### config.mk
export PLATFORM = sky130hd
export DESIGN_NAME = sdram_arbiter
export DESIGN_NICKNAME = d
export VERILOG_FILES = /design/src/rtl/sdram_arbiter.sv
export SDC_FILE = /design/constraint.sdc
export NUM_CORES = 1
export LEC_CHECK = 0
export ABC_AREA = 1
export CAP_MARGIN = 5
export CORE_ASPECT_RATIO = 2
export CORE_MARGIN = 5
export CORE_UTILIZATION = 40
export CTS_BUF_LIST = sky130_fd_sc_hd__clkbuf_8
export DETAILED_ROUTE_END_ITERATION = 8
export PLACE_DENSITY = 0.73
export SLEW_MARGIN = 20
export SYNTH_ARGS = -nofsm -noshare
export SYNTH_HDL_FRONTEND = slang
export SYNTH_SLANG_ARGS = --single-unit
### constraint.sdc
create_clock -name clk -period 7 [get_ports clk]
set_clock_uncertainty 0.05 [all_clocks]
set_input_delay 1.4 -clock clk [delete_from_list [all_inputs] [get_ports clk]]
set_output_delay 1.4 -clock clk [all_outputs]
set_load 0.02 [all_outputs]
### src/rtl/sdram_arbiter.sv
// sdram_arbiter: three-way arbiter in front of a single SDRAM port.
// It serves the ROM loader (byte writes), port A (P-ROM/S-ROM, read/write)
// and port B (C-ROM, read-only). One access is in flight at a time, using a
// request/acknowledge handshake on the memory side.
module sdram_arbiter #(
  parameter int ADDR_W = 25
) (
  input  logic              clk,
  input  logic              reset,
  input  logic              rom_loading,
  // ROM loader byte-write strobe
  input  logic [ADDR_W-1:0] ldr_addr,
  input  logic [7:0]        ldr_data,
  input  logic              ldr_wr,
  output logic              ldr_busy,
  output logic              ldr_overrun,
  // Port A: P-ROM/S-ROM, read/write
  input  logic              a_req,
  input  logic              a_we,
  input  logic [ADDR_W-1:0] a_addr,
  input  logic [15:0]       a_din,
  output logic [15:0]       a_dout,
  output logic              a_ack,
  // Port B: C-ROM, read-only
  input  logic              b_req,
  input  logic [ADDR_W-1:0] b_addr,
  output logic [15:0]       b_dout,
  output logic              b_ack,
  // Memory side, 16-bit word addressed
  output logic              mem_req,
  output logic              mem_we,
  output logic [ADDR_W-2:0] mem_addr,
  output logic [15:0]       mem_wdata,
  output logic [1:0]        mem_be,
  input  logic              mem_ack,
  input  logic [15:0]       mem_rdata
);

  typedef enum logic [1:0] {IDLE, WAIT, DONE} state_t;
  typedef enum logic [1:0] {OWN_A, OWN_B, OWN_LDR} owner_t;

  state_t            state;
  owner_t            owner;
  logic              last_b;       // 1: the last A/B grant went to B
  logic [ADDR_W-1:0] ldr_addr_q;
  logic [7:0]        ldr_data_q;

  logic gnt_ldr;
  logic gnt_b;
  logic gnt_a;

  // Grant selection for the IDLE cycle: a pending loader write always wins.
  // A and B take turns on a tie and are held off entirely while loading ROMs.
  assign gnt_ldr = ldr_busy;
  assign gnt_b   = !ldr_busy && !rom_loading && b_req && (!a_req || !last_b);
  assign gnt_a   = !ldr_busy && !rom_loading && a_req && !gnt_b;

  // Access FSM, registered memory-side outputs, port acks and loader latch.
  // NOTE: every register in this block uses non-blocking assignment so that all
  // of them update from the same pre-edge values; a blocking write here would
  // let later statements see the new value and break the handshake timing.
  always_ff @(posedge clk or posedge reset) begin
    // NOTE: the read-data holding registers are reset too; they are plain
    // flops, not a RAM, so resetting them is cheap and gives defined outputs.
    if (reset) begin
      state       <= IDLE;
      owner       <= OWN_A;
      last_b      <= 1'b0;
      mem_req     <= 1'b0;
      mem_we      <= 1'b0;
      mem_addr    <= '0;
      mem_wdata   <= '0;
      mem_be      <= '0;
      a_ack       <= 1'b0;
      b_ack       <= 1'b0;
      a_dout      <= '0;
      b_dout      <= '0;
      ldr_busy    <= 1'b0;
      ldr_overrun <= 1'b0;
      ldr_addr_q  <= '0;
      ldr_data_q  <= '0;
    end else begin
      unique case (state)
        IDLE: begin
          if (gnt_ldr) begin
            owner     <= OWN_LDR;
            state     <= WAIT;
            mem_req   <= 1'b1;
            mem_we    <= 1'b1;
            mem_addr  <= ldr_addr_q[ADDR_W-1:1];
            mem_wdata <= {ldr_data_q, ldr_data_q};
            // Big-endian words: even byte address is the high byte lane.
            mem_be    <= ldr_addr_q[0] ? 2'b01 : 2'b10;
          end else if (gnt_b) begin
            owner     <= OWN_B;
            last_b    <= 1'b1;
            state     <= WAIT;
            mem_req   <= 1'b1;
            mem_we    <= 1'b0;
            mem_addr  <= b_addr[ADDR_W-1:1];
            mem_wdata <= '0;
            mem_be    <= 2'b11;
          end else if (gnt_a) begin
            owner     <= OWN_A;
            last_b    <= 1'b0;
            state     <= WAIT;
            mem_req   <= 1'b1;
            mem_we    <= a_we;
            mem_addr  <= a_addr[ADDR_W-1:1];
            mem_wdata <= a_din;
            mem_be    <= 2'b11;
          end
        end
        WAIT: begin
          // Hold the request and its companions steady until acknowledged.
          if (mem_ack) begin
            mem_req <= 1'b0;
            state   <= DONE;
            unique case (owner)
              OWN_A: begin
                a_ack  <= 1'b1;
                a_dout <= mem_rdata;
              end
              OWN_B: begin
                b_ack  <= 1'b1;
                b_dout <= mem_rdata;
              end
              default: ldr_busy <= 1'b0;
            endcase
          end
        end
        default: begin
          // DONE: acks last exactly one cycle; requests seen here are ignored.
          a_ack <= 1'b0;
          b_ack <= 1'b0;
          state <= IDLE;
        end
      endcase

      // Loader strobe: accepted only when no write is pending, else sticky
      // overrun. Busy is only set while clear and only cleared while set, so
      // this never fights the clear above.
      if (ldr_wr) begin
        if (!ldr_busy) begin
          ldr_addr_q <= ldr_addr;
          ldr_data_q <= ldr_data;
          ldr_busy   <= 1'b1;
        end else begin
          ldr_overrun <= 1'b1;
        end
      end
    end
  end

endmodule
==> results of run 1 <==
==> metrics by stage <==
stage / instance area [um2] / power, uW / hold slack, ns / std cells / utilization [%]
after CTS: 7960 / 3580 / 0.426 / 1014 / 59.2
final: 7960 / 3540 / 0.423 / 1016 / 59.2
after detailed placement: 7520 / 2880 / 0.400 / 982 / 55.9
after global placement: 7520 / 2840 / 0.388 / 982 / 55.9
after global routing: 7960 / 3790 / 0.447 / 1015 / 59.2
after floorplan: 5490 / 2190 / 0.403 / 660 / -
==> final timing paths <==
check,slack [ns],cells after the start,end,startpoint
max in group asynchronous,4.30,3,ldr_data_q[3],reset
min in group asynchronous,1.43,2,ldr_addr_q[21],reset
hold reg to reg,0.42,2,a_dout[1],a_dout[1]
setup reg to reg,3.66,7,mem_addr[0],ldr_busy
hold / removal,0.42,2,a_dout[1],a_dout[1]
setup / recovery,2.95,8,mem_addr[0],a_req
==> critical path: cells and delay by family <==
kind / cells / cell delay (ns)
AND/OR/NAND/NOR: 6 / 1.94
buffers and inverters: 2 / 0.99
==> power by group through the flow <==
stage	Combinational (uW)	Clock, uW	Sequential, uW
final	1640	686	1210
after global routing	1810	733	1250
after CTS	1670	703	1210
after detailed placement	1670	0	1210
after global placement	1640	0	1200
after floorplan	773	0	1410
==> per-layer routing <==
layer | part of all wire [%] | wire [um] | up-vias | global-route usage [%]
met5 | 0 | 0 | - | 0
met4 | 3.8 | 633 | 0 | 9.24
met3 | 5.9 | 980 | 30 | 6.17
met2 | 55 | 9080 | 154 | 38.9
met1 | 35 | 5830 | 2297 | 20.5
li1 | - | - | 2445 | -
==> layout by cell type (no fill, tap or decap), drive strengths merged <==
cell	count
clkinv	3
nand3	53
o31ai	1
mux2	33
o21ai	19
bufinv	4
dfrtp	118
clkbuf	17
nor3	1
clkinvlp	4
nor2	6
diode	2
buf	5
clkdlybuf4s50	200
nand2	303
a21oi	2
nand4	24
a21o	1
inv	65
==> Yosys cell counts <==
| cell | n | area (um2) |
|---|---|---|
| nand2_1 | 301 | 1130 |
| dfrtp_1 | 118 | 2950 |
| inv_1 | 59 | 221 |
| nand3_1 | 52 | 260 |
| mux2_2 | 33 | 372 |
| nand4_1 | 24 | 150 |
| buf_2 | 16 | 80.1 |
| clkbuf_1 | 14 | 52.6 |
| o21ai_0 | 10 | 50.1 |
| o21ai_1 | 9 | 45.0 |
| nor2_1 | 5 | 18.8 |
| buf_4 | 4 | 30.0 |
| buf_6 | 4 | 45.0 |
| a21oi_1 | 2 | 10.0 |
| nand2_2 | 2 | 12.5 |
| a21o_1 | 1 | 7.51 |
| inv_2 | 1 | 3.75 |
| inv_4 | 1 | 6.26 |
| nand3_4 | 1 | 17.5 |
| nor2_4 | 1 | 11.3 |
| nor3_1 | 1 | 5.00 |
| o31ai_1 | 1 | 7.51 |
==> layout make-up <==
| type | count | area (um2) |
|---|---|---|
| tap | 155 | 194 |
| antenna | 2 | 5.00 |
| clock buffer | 17 | 234 |
| inverter | 61 | 234 |
| sequential | 118 | 2950 |
| fill | 1204 | 5480 |
| multi-input combinational | 443 | 2100 |
| timing repair buffer | 205 | 2040 |
| clock inverter | 15 | 203 |
==> kinds of logic (layout without fill, tap and decap cells) <==
group                  count (synthesis)  after routing  share of synthesized area [%]
muxes                                 33             33                           6.77
and+or+nand+nor                      387            387                           29.2
other                                  0              2                              0
AOI/OAI and AO/OA                     23             23                           2.19
DFF                                  118            118                           53.8
buffers and inverters                 99            298                           8.00
==> sequential cells by signal, summed over array words and instances, names as in the netlist, 2 cells and up <==
name	count
ldr_addr_q	25
mem_addr	24
a_dout	16
b_dout	16
mem_wdata	16
ldr_data_q	8
mem_be	2
owner	2
state	2
==> results.txt, run 1 <==
----------------------------------------------------
[Die]
  I/O pin count ... 203
  DIE AREA ... 0.0163 mm2
  Standard-cell rows ... 60
  Die span in x ... 92.8 um
  Effective utilization at floorplan ... 40.8%
  Total core area ... 0.0134 mm2
  Die H ... 176 um

[STA]
  Number of setup violations in the final report ... 0
  Total Neg Setup Slack ... 0 ns
  Number of hold-slack violations in the final timing report ... 0
  Post-route clock period utilization ... a little under 60%
  Min Clock Period, post-route ... 4.05 ns
  Final WS setup ... 2.95 ns
  RSZ-0062 raised after global routing ... no
  Actual slew at the worst max-slew pin ... about 1.0 ns
  Count of pins over their slew limit ... 0
  Maximum operating frequency ... between 200 and 250 MHz
  Max-Slew Margin vs Limit ... 32.1%

[Clock tree]
  CTS buffer count ... 17
  Clock insertion delay at the later pin of the skew report ... 0.43 ns
  Number of clock sinks ... 118
  Number of resized instances in the post-cts repair step ... 0
  Clock tree from TritonCTS ... yes
  Clk buf depth ... 2
  Total setup buffers inserted after CTS ... 0
  Root Driver ... clkbuf_8
  Clock-pin slew on the worst setup and hold paths ... roughly 0.080 ns
  # hold bufs at CTS ... 0
  H-tree level count ... 4

[Worst setup path]
  Kind of start point of the critical path ... input pin
  Data required time at the worst endpoint ... 7.32 ns
  Critical Path End Type ... register
  Most frequent CP cell ... nand2_1
  Setup Crit Path Kind ... input pin to register
  Worst-path cell chain ... clkdlybuf4s50_1 -> nand2_1 -> nand3_4 -> nand3_1 -> nand2_2 -> inv_2 -> nand2_1 -> nand2_1
  Crit-path slowest cell ... nand2_1
  CP max FO ... 45
  Critical Path AT ... about 4.4 ns
  Crit path largest cell delay ... 0.75 ns

[Power]
  Reported net switching power ... roughly 1400 uW
  Pwr dens ... 444 mW/mm2
  Leakage power ... 0.00399 uW
  Net switching fraction of the power ... 40.2%
  Cell internal power dissipation ... 2110 uW
  Proportion of power drawn by flip-flops and latches ... 34.1%
  Clock network fraction of total power ... 19.4%
  Fraction of power consumed by combinational cells ... 46.5%
  Worst vdd rail ir drop ... 0.242 mV

[Worst hold path]
  Classification of the worst-slack hold path ... register to register

[Drt]
  Post-route DRC ... 0
  Routed wire length ... 16500 um
  Vias after detailed routing ... 4926
  Length of the first detailed-routing pass in iterations ... 4
  Antenna-violating nets left ... 0
  Wire length per cell after detailed routing ... approximately 16 um
  Detailed Route Iter0 Violations ... approximately 170
  Post-detailed-route via-to-cell ratio ... 4.85

[Placed design]
  Buffers on Ports ... 200
  Routability Congestion ... ~0.83
  Hpwl dp ... 11600 um
  Worst slack at placement ... 2.53 ns

[GRT]
  Total overflow reported by the global router ... 0
  Global-route wire length before repair ... 26000 um
  Largest net degree at the start of global routing ... between 60 and 70
  Gr usage total ... 20.8%
  Antenna violations before repair ... 1
  Number of global-route vias before repair ... 5204

[Finish]
  Layout Nets ... 969
  Layout cell share with drive strength beyond 1 ... 8.96%
  P&R area growth vs syn ... 45.0%

[Yosys]
  Yosys warning count ... 0
  Synthesized flop and latch total ... approximately 120
  Cell count after synthesis ... 660
  Mean Syn Cell Area ... around 8.3 um2
  Sequential cell area fraction in the yosys report ... between 50% and 60%
  Number of distinct library cells after synthesis ... 22
  Mapped Area ... 0.00549 mm2
  Synthesized netlist net count ... 783

[Job]
  Total of max-cap violations ... 0

[Outcome]
  Status ... completed

----------------------------------------------------
Note: power is estimated with default switching activity, not from simulation.
==> inputs of run 2 (changes only) <==
==> constraint.sdc (replaced) <==
create_clock -name clk -period 4.2 [get_ports clk]
set_clock_uncertainty 0.05 [all_clocks]
set_input_delay 0.84 -clock clk [delete_from_list [all_inputs] [get_ports clk]]
set_output_delay 0.84 -clock clk [all_outputs]
set_load 0.02 [all_outputs]
==> results.txt, run 2 (synthesis results as in run 1) <==
----------------------------------------------------
[Die]
  Standard-cell rows ... 60 (unchanged)
  Effective utilization at floorplan ... 40.8% (unchanged)
  Total core area ... 0.0134 mm2 (unchanged)
  DIE AREA ... 0.0163 mm2 (unchanged)
  I/O pin count ... 203 (unchanged)
  Die span in x ... 92.8 um (unchanged)
  Die H ... 176 um (unchanged)

[Drt]
  Post-route DRC ... 0 (unchanged)
  Metal-1 WL ... 5920 um (+1.4%)
  Vias after detailed routing ... 5005 (+1.6%)
  Top sig layer ... met4
  Length of the first detailed-routing pass in iterations ... 4 (unchanged)
  Detailed Route Iter0 Violations ... 190 (+9.8%)
  Antenna-violating nets left ... 0 (unchanged)
  Met3 wire length ... 901 um (-8.1%)
  Post-detailed-route via-to-cell ratio ... 4.91 (+1.2%)
  Total length of routed met2 wires ... 8820 um (-2.9%)
  Wire length per cell after detailed routing ... 16.1 um (-1.3%)
  Routed wire length ... 16400 um (-0.88%)

[STA]
  Max-Slew Margin vs Limit ... 39.2% (+7.1 points)
  Maximum operating frequency ... 336 MHz
  RSZ-0062 raised after global routing ... no
  Final WS setup ... 1.22 ns (-1.72 ns)
  Number of setup violations in the final report ... 0 (unchanged)
  Post-route clock period utilization ... 70.9%
  Actual slew at the worst max-slew pin ... 0.909 ns (-0.108 ns)
  Total Neg Setup Slack ... 0 ns (unchanged)
  Min Clock Period, post-route ... around 3.0 ns
  Hold_ws ... 0.414 ns (-0.00970 ns)
  Count of pins over their slew limit ... 0 (unchanged)
  Number of hold-slack violations in the final timing report ... 0 (unchanged)

[GRT]
  Antenna violations before repair ... 2 (+1)
  Total overflow reported by the global router ... 0 (unchanged)
  Number of global-route vias before repair ... 5079 (-2.4%)
  Global-route wire length before repair ... 25900 um (-0.69%)
  Largest net degree at the start of global routing ... 61 (-7.6%)
  Gr usage total ... 20.6% (-0.13 points)

[Clock tree]
  Clock insertion delay at the later pin of the skew report ... 0.42 ns (about the same)
  Root Driver ... clkbuf_8
  Clock tree from TritonCTS ... yes
  Clock-pin slew on the worst setup and hold paths ... 0.08 ns (about the same)
  Clk buf depth ... 2 (unchanged)
  # hold bufs at CTS ... 0 (unchanged)
  Number of resized instances in the post-cts repair step ... 0 (unchanged)
  Number of clock sinks ... 118 (unchanged)
  CTS buffer count ... 17 (unchanged)
  Total setup buffers inserted after CTS ... 0 (unchanged)
  H-tree level count ... 4 (unchanged)

[Placed design]
  Routability Congestion ... 0.853 (+3.0%)
  Hpwl dp ... 11700 um (+0.38%)
  Buffers on Ports ... 200 (unchanged)
  Worst slack at placement ... 1.12 ns (-1.41 ns)

[Worst setup path]
  Kind of start point of the critical path ... register
  Setup Crit Path Kind ... register to primary output
  Critical Path End Type ... primary output
  Data required time at the worst endpoint ... 3.31 ns (-4.01 ns)
  Flop2flop setup slack ... 1.52 ns (-2.14 ns)
  CP max FO ... 22 (-51%)
  Critical Path AT ... 2.09 ns (-2.28 ns)

[Power]
  Fraction of power consumed by combinational cells ... 47.8% (+1.3 points)
  Proportion of power drawn by flip-flops and latches ... 34.0% (about the same)
  Pwr dens ... 729 mW/mm2 (+64%)
  Net switching fraction of the power ... 40.6% (+0.34 points)
  Clock network fraction of total power ... 18.2% (-1.2 points)
  Cell internal power dissipation ... 3450 uW (+63%)
  Reported net switching power ... 2360 uW (+66%)
  Worst vdd rail ir drop ... 0.443 mV (+83%)
  Leakage power ... 0.00401 uW (+0.40%)

[Finish]
  Area taken by multi-input logic gates ... 0.00210 mm2 (unchanged)
  Sequential cell area ... 0.00295 mm2 (unchanged)
  Biggest registers after layout ... ldr_addr_q x25, mem_addr x24
  Fill cells ... 1196 (-0.66%)
  Largest register FFs ... 25 (unchanged)
  Layout Nets ... 973 (+0.41%)
  Register with the most flip-flops ... ldr_addr_q
  Most common library cell in the layout ignoring fill and taps ... nand2_1
  Commonest cells after routing, fill and taps aside ... nand2_1, clkdlybuf4s50_1, dfrtp_1, inv_1, nand3_1
  Layout cell share with drive strength beyond 1 ... 9.50% (+0.54 points)
  P&R area growth vs syn ... 45.3%

[Outcome]
  Status ... completed

[Job]
  Total of max-cap violations ... 0 (unchanged)

[Worst hold path]
  Classification of the worst-slack hold path ... register to register

----------------------------------------------------
run 2: area by class of cell:
class                   count  area share, %
repair buffers            209           26.1
clock buffers              19           3.28
well taps                 155           2.43
multi-input cells         443           26.3
diodes                      2         0.0628
inverters                  61           2.93
clock inverters            13           1.84
flip-flops and latches    118           37.0
run 2: worst max-delay path, cell delays in order, from the launching register on:
cell             delay, ns
dfrtp_2               0.62
buf_4                 0.37
clkdlybuf4s50_1       0.67
run 2: power by group through the flow:
| stage | registers, uW | clock network (uW) | logic (uW) |
|---|---|---|---|
| floorplan | 2360 | 0 | 1290 |
| global placement | 1980 | 0 | 2770 |
| detailed placement | 1990 | 0 | 2820 |
| CTS | 1980 | 1090 | 2820 |
| global route | 2050 | 1130 | 3050 |
| finish | 1980 | 1060 | 2780 |
run 2: worst paths after layout:
kind / end / depth (start not counted) / from
worst max-delay path: ldr_busy / 2 / ldr_busy
worst min-delay path: ldr_overrun / 1 / ldr_overrun
worst max register to register: mem_wdata[0] / 8 / ldr_busy
worst min register to register: ldr_overrun / 1 / ldr_overrun
max in group asynchronous: ldr_addr_q[18] / 3 / reset
min in group asynchronous: a_dout[11] / 2 / reset
run 2: metrics by stage:
stage	total power [uW]	instances	area, um2	util (%)
finish	5810	1020	7970	59.3
global route	6230	1020	7970	59.3
CTS	5890	1018	7970	59.3
detailed placement	4810	986	7560	56.3
global placement	4750	986	7560	56.3
floorplan	3650	660	5490	-
run 2: layer usage:
| metal | track usage [%] | vias to the layer above |
|---|---|---|
| li1 | - | 2452 |
| met1 | 21.4 | 2349 |
| met2 | 37.6 | 166 |
| met3 | 5.23 | 38 |
| met4 | 10.5 | 0 |
| met5 | 0 | - |
==> inputs of run 3 (changes only) <==
--- a/config.mk
+++ b/config.mk
@@ -12,7 +12,7 @@
 export CORE_UTILIZATION = 40
 export CTS_BUF_LIST = sky130_fd_sc_hd__clkbuf_8
 export DETAILED_ROUTE_END_ITERATION = 8
-export PLACE_DENSITY = 0.73
+export PLACE_DENSITY = 0.76
 export SLEW_MARGIN = 20
 export SYNTH_ARGS = -nofsm -noshare
 export SYNTH_HDL_FRONTEND = slang
==> constraint.sdc (replaced) <==
create_clock -name clk -period 2.53 [get_ports clk]
set_clock_uncertainty 0.05 [all_clocks]
set_input_delay 0.506 -clock clk [delete_from_list [all_inputs] [get_ports clk]]
set_output_delay 0.506 -clock clk [all_outputs]
set_load 0.02 [all_outputs]
==> results.txt, run 3 (synthesis results as in run 1) <==
----------------------------------------------------
[STA]
  Post-route clock period utilization ... 91.5%
  Max-Slew Margin vs Limit ... 54.7% (+16 points)
  Total Neg Setup Slack ... 0 ns (unchanged)
  Number of hold-slack violations in the final timing report ... 0 (unchanged)
  Number of setup violations in the final report ... 0 (unchanged)
  Count of pins over their slew limit ... 0 (unchanged)
  Actual slew at the worst max-slew pin ... 0.678 ns (-0.230 ns)
  Maximum operating frequency ... 432 MHz
  RSZ-0062 raised after global routing ... no
  Min Clock Period, post-route ... ~2.3 ns

[Clock tree]
  Number of resized instances in the post-cts repair step ... 0 (unchanged)
  CTS buffer count ... 17 (unchanged)
  H-tree level count ... 4 (unchanged)
  # hold bufs at CTS ... 0 (unchanged)
  Clock-pin slew on the worst setup and hold paths ... 0.08 ns (about the same)
  Clk buf depth ... 2 (unchanged)
  Clock insertion delay at the later pin of the skew report ... 0.41 ns (about the same)
  Number of clock sinks ... 118 (unchanged)
  Clock tree from TritonCTS ... yes
  Root Driver ... clkbuf_8
  Total setup buffers inserted after CTS ... 0 (unchanged)

[Drt]
  Post-detailed-route via-to-cell ratio ... 4.81 (-1.9%)
  Vias after detailed routing ... 4951 (-1.1%)
  Wire length per cell after detailed routing ... 15.5 um (-3.2%)
  Length of the first detailed-routing pass in iterations ... 5 (+1)
  Routed wire length ... 16000 um (-2.3%)
  Detailed Route Iter0 Violations ... 183 (-3.7%)
  Post-route DRC ... 0 (unchanged)
  Antenna-violating nets left ... 0 (unchanged)

[Power]
  Pwr dens ... 1190 mW/mm2 (+64%)
  Fraction of power consumed by combinational cells ... 48.5% (+0.7 points)
  Worst vdd rail ir drop ... 0.763 mV (+72%)
  Leakage power ... 0.00406 uW (+1.2%)
  Net switching fraction of the power ... 40.2% (-0.41 points)
  Overall power of the completed layout ... 9620 uW (+66%)
  Clock network fraction of total power ... 17.2% (-1.0 points)
  Reported net switching power ... 3870 uW (+64%)
  Cell internal power dissipation ... 5760 uW (+67%)
  Proportion of power drawn by flip-flops and latches ... 34.2% (+0.2 points)

[Worst setup path]
  Worst-path cell chain ... clkdlybuf4s50_1
  Flop2flop setup slack ... 0.71 ns (-0.81 ns)
  Critical Path AT ... 1.76 ns (-0.33 ns)
  Critical Path End Type ... primary output
  Kind of start point of the critical path ... register
  Endpoint of the worst-slack reg-to-reg timing path ... mem_addr[21]
  Crit-path slowest cell ... clkdlybuf4s50_1
  Dominant delay contributor by cell family on the critical path ... buffers and inverters
  Data required time at the worst endpoint ... 1.97 ns (-1.34 ns)
  Crit path largest cell delay ... 0.70 ns (+0.03 ns)
  Reg-to-reg startpoint ... ldr_busy
  Setup Crit Path Kind ... register to primary output
  Number of buffers and inverters on the critical path ... 1 (-1)
  R2R depth ... 8 (unchanged)
  CP max FO ... 20 (-9.1%)

[GRT]
  Gr usage total ... 20.4% (-0.25 points)
  Largest net degree at the start of global routing ... 69 (+13%)
  Global-route wire length before repair ... 25800 um (-0.38%)
  Antenna violations before repair ... 1 (-1)
  Total overflow reported by the global router ... 0 (unchanged)
  Number of global-route vias before repair ... 5097 (+0.35%)

[Job]
  Total of max-cap violations ... 0 (unchanged)

[Finish]
  Layout cell share with drive strength beyond 1 ... 10.5% (+1.0 points)
  Core utilization of the finished layout ... 60.0% (+0.65 points)
  Biggest registers after layout ... ldr_addr_q x25, mem_addr x24
  Commonest cells after routing, fill and taps aside ... nand2_1, clkdlybuf4s50_1, dfrtp_1, inv_1, nand3_1
  Largest register FFs ... 25 (unchanged)
  Layout Nets ... 984 (+1.1%)
  Most common library cell in the layout ignoring fill and taps ... nand2_1
  Area taken by multi-input logic gates ... 0.00210 mm2 (unchanged)
  Register with the most flip-flops ... ldr_addr_q
  Fill cells ... 1176 (-1.7%)
  P&R area growth vs syn ... 46.9%
  Sequential cell area ... 0.00295 mm2 (unchanged)

[Placed design]
  Hpwl dp ... 12100 um (+4.1%)
  Routability Congestion ... 0.830 (-2.7%)
  Buffers on Ports ... 200 (unchanged)

[Die]
  I/O pin count ... 203 (unchanged)
  Die span in x ... 92.8 um (unchanged)
  Die H ... 176 um (unchanged)
  Total core area ... 0.0134 mm2 (unchanged)
  Effective utilization at floorplan ... 40.8% (unchanged)
  Standard-cell rows ... 60 (unchanged)
  DIE AREA ... 0.0163 mm2 (unchanged)

[Worst hold path]
  Classification of the worst-slack hold path ... input pin to async pin

[Outcome]
  Status ... completed

----------------------------------------------------
run 3: metrics by stage:
step                setup slack (ns)  area, um2  std cells  hold slack [ns]
finish                         0.215       8060       1029            0.303
CTS                            0.161       8060       1028            0.278
floorplan                      0.533       5490        660            0.403
global placement               0.416       7670        997            0.387
global route                   0.115       8060       1029            0.282
detailed placement             0.377       7670        997            0.409
run 3: power by group through the flow:
stage | combinational (uW) | clock, uW | sequential, uW
after floorplan | 2140 | 0 | 3910
after global placement | 4660 | 0 | 3300
after detailed placement | 4740 | 0 | 3320
after CTS | 4750 | 1710 | 3300
after global routing | 5160 | 1790 | 3420
final | 4670 | 1660 | 3290
run 3: cell type report:
cell class	instances	share of cell area, %
Multi-Input combinational cell	443	26.0
Timing Repair Buffer	220	27.2
Clock buffer	17	2.90
Inverter	61	2.92
Clock inverter	14	1.92
Antenna cell	1	0.0310
Tap cell	155	2.41
Sequential cell	118	36.6
run 3: worst max-delay path by stage:
stage	cells after the start	from	to
finish	1	ldr_busy	ldr_busy
global route	1	ldr_busy	ldr_busy
CTS	1	ldr_busy	ldr_busy
detailed placement	9	rom_loading	mem_addr[21]
global placement	9	rom_loading	mem_addr[21]
floorplan	1	reset	a_ack
run 3: metal layers:
metal,global-route usage [%],vias up,routed length [um]
met5,0,-,0
met4,9.36,0,622
met3,5.06,29,901
met2,37.9,142,8830
met1,21.0,2308,5650
li1,-,2472,-
run 3: worst reg2reg max path, cell delays in order, from the launching register on:
cell     delay, ns
dfrtp_2       0.58
nor2_4        0.23
nand3_4       0.18
nand3_1       0.13
nand2_2       0.09
inv_2         0.07
buf_4         0.27
nand2_1       0.12
nand2_1       0.07
